**src/rtl/aes_round_seq.sv**
```systemverilog
// Round sequencer for an iterative AES-128/192/256 datapath: job handshake, key fetch, round strobes.
// Optional decrypt ordering (dec_i/inv_o ports) is enabled with the AES_DEC_EN macro.
module aes_round_seq #(
   parameter int unsigned NR = 10
) (
   input  logic       clk_i,
   input  logic       res_i,
   input  logic       start_i,
   output logic       busy_o,
   output logic       ld_en_o,
   output logic       key_req_o,
   output logic [3:0] key_idx_o,
   input  logic       key_vld_i,
   output logic       add_en_o,
   output logic       sub_go_o,
   input  logic       sub_done_i,
   output logic       shi_en_o,
   output logic       mix_en_o,
   output logic       out_vld_o,
   input  logic       out_rdy_i,
   output logic [3:0] rnd_o,
   output logic [2:0] cs_o
`ifdef AES_DEC_EN
   ,
   input  logic       dec_i,
   output logic       inv_o
`endif
);

   localparam int unsigned RW = 4;
   localparam logic [RW-1:0] NR_W = RW'(NR);

   typedef enum logic [2:0] {
      IDL = 3'b000,
      LD  = 3'b001,
      ADD = 3'b010,
      SUB = 3'b011,
      SHI = 3'b100,
      MIX = 3'b101,
      FIN = 3'b111
   } state_e;

   state_e        state_q, state_d;
   logic [RW-1:0] rnd_q, rnd_d;
   logic          inv_q, inv_d;
   logic          dec_w;

`ifdef AES_DEC_EN
   assign dec_w = dec_i;
   assign inv_o = inv_q;
`else
   assign dec_w = 1'b0;
`endif

   // Next-state, round counter and direction latch
   always_comb begin
      state_d = state_q;
      rnd_d   = rnd_q;
      inv_d   = inv_q;
      case (state_q)
         IDL: begin
            if (start_i) begin
               state_d = LD;
               rnd_d   = '0;
               inv_d   = dec_w;
            end
         end
         LD:  state_d = ADD;
         ADD: begin
            if (key_vld_i) begin
               if (rnd_q == NR_W) begin
                  state_d = FIN;
               end else begin
                  rnd_d = rnd_q + RW'(1);
                  if (inv_q) state_d = (rnd_q == '0) ? SHI : MIX;
                  else       state_d = SUB;
               end
            end
         end
         SUB: begin
            if (sub_done_i) state_d = inv_q ? ADD : SHI;
         end
         SHI: begin
            if (inv_q)              state_d = SUB;
            else if (rnd_q == NR_W) state_d = ADD;
            else                    state_d = MIX;
         end
         MIX: state_d = inv_q ? SHI : ADD;
         FIN: begin
            if (out_rdy_i) begin
               state_d = IDL;
               inv_d   = 1'b0;
            end
         end
         default: state_d = IDL;
      endcase
   end

   // State register with outputs decoded from the next state so they are registered
   always_ff @(posedge clk_i) begin
      if (res_i) begin
         state_q   <= IDL;
         rnd_q     <= '0;
         inv_q     <= 1'b0;
         busy_o    <= 1'b0;
         ld_en_o   <= 1'b0;
         key_req_o <= 1'b0;
         key_idx_o <= '0;
         sub_go_o  <= 1'b0;
         shi_en_o  <= 1'b0;
         mix_en_o  <= 1'b0;
         out_vld_o <= 1'b0;
      end else begin
         state_q   <= state_d;
         rnd_q     <= rnd_d;
         inv_q     <= inv_d;
         busy_o    <= (state_d != IDL);
         ld_en_o   <= (state_d == LD);
         key_req_o <= (state_d == ADD);
         key_idx_o <= (state_d != ADD) ? '0 : (inv_d ? (NR_W - rnd_d) : rnd_d);
         sub_go_o  <= (state_d == SUB);
         shi_en_o  <= (state_d == SHI);
         mix_en_o  <= (state_d == MIX);
         out_vld_o <= (state_d == FIN);
      end
   end

   // AddRoundKey fires on the cycle the requested key is presented
   assign add_en_o = key_req_o & key_vld_i;
   assign rnd_o    = rnd_q;
   assign cs_o     = state_q;

endmodule

```
**config.mk**
```make
export PLATFORM = sky130hd
export DESIGN_NAME = aes_round_seq
export DESIGN_NICKNAME = d
export VERILOG_FILES = /design/src/rtl/aes_round_seq.sv
export SDC_FILE = /design/constraint.sdc
export NUM_CORES = 1
export LEC_CHECK = 0
export ABC_AREA = 1
export BUFFER_PORTS_ARGS = -buffer_cell sky130_fd_sc_hd__buf_2
export CAP_MARGIN = 30
export CORE_MARGIN = 5
export CORE_UTILIZATION = 31
export CTS_CLUSTER_DIAMETER = 80
export DETAILED_ROUTE_END_ITERATION = 12
export GPL_ROUTABILITY_DRIVEN = 0
export PLACE_DENSITY = 0.61
export REMOVE_ABC_BUFFERS = 1
export SETUP_SLACK_MARGIN = 0.02
export SLEW_MARGIN = 20
export SYNTH_ARGS = -nofsm -noshare
export SYNTH_HDL_FRONTEND = slang
export SYNTH_SLANG_ARGS = --single-unit
```
**constraint.sdc**
```tcl
create_clock -name clk_i -period 3.5 [get_ports clk_i]
set_input_delay 0 -clock clk_i [delete_from_list [all_inputs] [get_ports clk_i]]
set_output_delay 0 -clock clk_i [all_outputs]
set_load 0.01 [all_outputs]
```
==> results.py <==
metrics = {
    "run_status": {
        "outcome": "complete, no violations",
    },
    "clocking": {
        "ctsResizeCount": 0,
        "cts_buffer_depth": 2,
        "clk_latency_ns": 0.29,
        "cts_tree": "done",
        "clk_pin_slew_ns": 0.11,
        "hold_buffers": 1,
        "cts_inserted_buffers": 3,
        "postCtsSetupRepairBufs": 0,
        "clock_sinks": 19,
        "cts_htree_levels": 1,
        "clockRootBuffer": "clkbuf_4",
    },
    "logic_synthesis": {
        "synthFlopType": "dfxtp_1",
        "syn_inst": 152,
        "async_flop_share_pct": 0,
        "ys_ff_latch": 19,
        "synth.most_common_cell": "nand2_1",
        "yosysSeqAreaShare_pct": 36.36,
        "yosysTopAreaCellShare_pct": 36.36,
        "synth_top_cell_by_area": "dfxtp_1",
        "synth-edff-count": 0,
        "syn-mean-instance-area_um2": 6.882,
        "ys_warn_count": 0,
        "synthTopCellsByCount": "nand2_1, dfxtp_1, inv_1",
        "synth_cell_types": 24,
        "synthTopCellsByArea": "dfxtp_1, nand2_1, inv_1, nor2_1, ha_1",
        "syn_area_um2": 1046,
    },
    "floorplanning": {
        "die_x_um": 68.09,
        "die_h_um": 68.09,
        "start_util_pct": 31.59,
        "die-area_um2": 4636,
        "ios": 25,
        "std_cell_rows": 21,
        "core_area_um2": 3311,
    },
    "worst_setup_path": {
        "cp.arrival_ns": 2.13,
        "path_max_fanout": 5,
        "crit_path_end_kind": "flop",
        "crit_required_ns": 3.74,
        "start_kind": "flop",
        "crit_type": "reg -> reg",
        "r2r_slack_ns": 1.61,
    },
    "sta": {
        "finalSetupViolations": 0,
        "fin_worst_skew_ns": 0.002365,
        "fin_crit_sh_pct": 54.07,
        "drv_slew": 0,
        "relSlewSlack_pct": 72.52,
        "rsz0062_at_grt": "no",
        "fmax_mhz": 528.5,
        "fin_setup_tns_ns": 0,
        "hold_viol": 0,
        "worst_pin_slew_ns": 0.4080,
        "period_needed_ns": 1.892,
    },
    "route": {
        "routedWlPerCell_um": 9.884,
        "drtIter0Drc": 24,
        "dr.pass1.iters": 4,
        "vias": 987,
        "drt_wl_total_mm": 2.224,
        "drc": 0,
        "ant_nets": 0,
        "vias_per_cell": 4.387,
    },
    "final_layout": {
        "fillerInstances": 385,
        "area_delta_synth_final_pct": 19.62,
        "drive_gt1_share_pct": 25.70,
        "diodes": 0,
        "stdcell_count": 225,
        "nets": 190,
        "utilization_pct": 37.79,
    },
    "global_route": {
        "track_usage_pct": 10.68,
        "first_global_vias": 889,
        "antenna_found_initial": 0,
        "grt_pass1_wl_mm": 3.795,
        "grt_max_degree": 12,
        "grt-ovfl-total": 0,
    },
    "power": {
        "powerDensity_nw_per_um2": 337.2,
        "totalPowerFinal_uw": 421.9,
        "peakVddDrop_uv": 183.2,
        "power.leakage_uw": 0.0006400,
    },
    "flow_run": {
        "drv_cap": 0,
    },
    "place": {
        "place_inst": 220,
        "hpwl_mm": 1.810,
        "place.port_buffers": 24,
    },
    "min_path": {
        "min_path_type": "in -> reg",
    },
}
-- flip-flops by register name, summed over array words and instances, names as in the netlist --
register   cells
shi_en_o       1
cs_o           3
busy_o         1
key_req_o      1
mix_en_o       1
ld_en_o        1
sub_go_o       1
key_idx_o      4
out_vld_o      1
inv_q          1
rnd_o          4
-- where the power goes --
group	internal, uW	switching (uW)	leakage [uW]
sequential	225	7.83	0.000154
clock	42.5	66.2	0.0000177
combinational	28.0	52.8	0.000468
-- layer usage --
metal	global-route usage, %	routed length [um]	vias up
li1	-	-	527
met1	13.38	1034	440
met2	18.05	1107	18
met3	1.642	63	2
met4	4.467	17	0
met5	0	0	-
-- worst max-delay path: stages, from the launching register on --
cell and delay [ns]:
dfxtp_1 0.41, inv_1 0.10, ha_1 0.22, nand2_1 0.07, nor2_1 0.05, nor2_1 0.14, nand2_1 0.07, nand2_1 0.08
nand2_1 0.09, inv_1 0.06, ha_1 0.21, or2_0 0.23, a21oi_2 0.11
-- path summary, 6_finish.rpt --
| kind | from | end | cells after the start |
|---|---|---|---|
| setup / recovery | rnd_o[0]$_SDFF_PP0_ | key_idx_o[1]$_SDFF_PP0_ | 12 |
| hold / removal | start_i | ld_en_o$_SDFF_PP0_ | 3 |
| setup reg to reg | rnd_o[0]$_SDFF_PP0_ | key_idx_o[1]$_SDFF_PP0_ | 12 |
| hold reg to reg | rnd_o[3]$_SDFF_PP0_ | rnd_o[3]$_SDFF_PP0_ | 2 |
-- cells in the final DEF (no fill, tap or decap), drive strengths merged --
cell         Yosys  routed
nor3             4       4
nand2           45      45
nand3           11      11
dfxtp           19      19
dlygate4sd3      0       1
nor2            22      22
o21ai            8       8
nand3b           1       1
a21oi            5       5
ha               4       4
inv             24      24
xnor2            1       1
nand4            4       4
or2              1       1
clkinv           1       2
clkbuf           1       3
buf              1      24
-- cell type report --
cell class              instances  area, um2  area share (%)
flip-flops and latches         19      380.4           30.40
inverters                      25      95.09           7.600
well taps                      46      57.56           4.600
clock buffers                   3      22.52           1.800
multi-input cells             106      560.5           44.80
clock inverters                 1      5.005          0.4000
repair buffers                 25      130.1           10.40
-- per-stage QoR --
step / setup slack [ns] / instance area (um2) / hold slack (ns)
after global routing: 1.409 / 1251 / 0.03726
after floorplan: 1.716 / 1036 / 0.06907
after global placement: 1.701 / 1214 / 0.3030
after CTS: 1.614 / 1251 / 0.009250
after detailed placement: 1.649 / 1214 / 0.3016
final: 1.608 / 1251 / 0.02015
-- cell families (layout without fill, tap and decap cells) --
family	count (synthesis)	in the layout	share of synthesized area (%)
and+or+nand+nor	88	88	39.95
adders and majority gates	4	4	4.785
DFF	19	19	36.36
buffers and inverters	27	54	10.05
AOI/OAI and AO/OA	13	13	8.014
xor gates and xnor gates	1	1	0.8375
No activity file was read; power rests on OpenSTA's default activity.
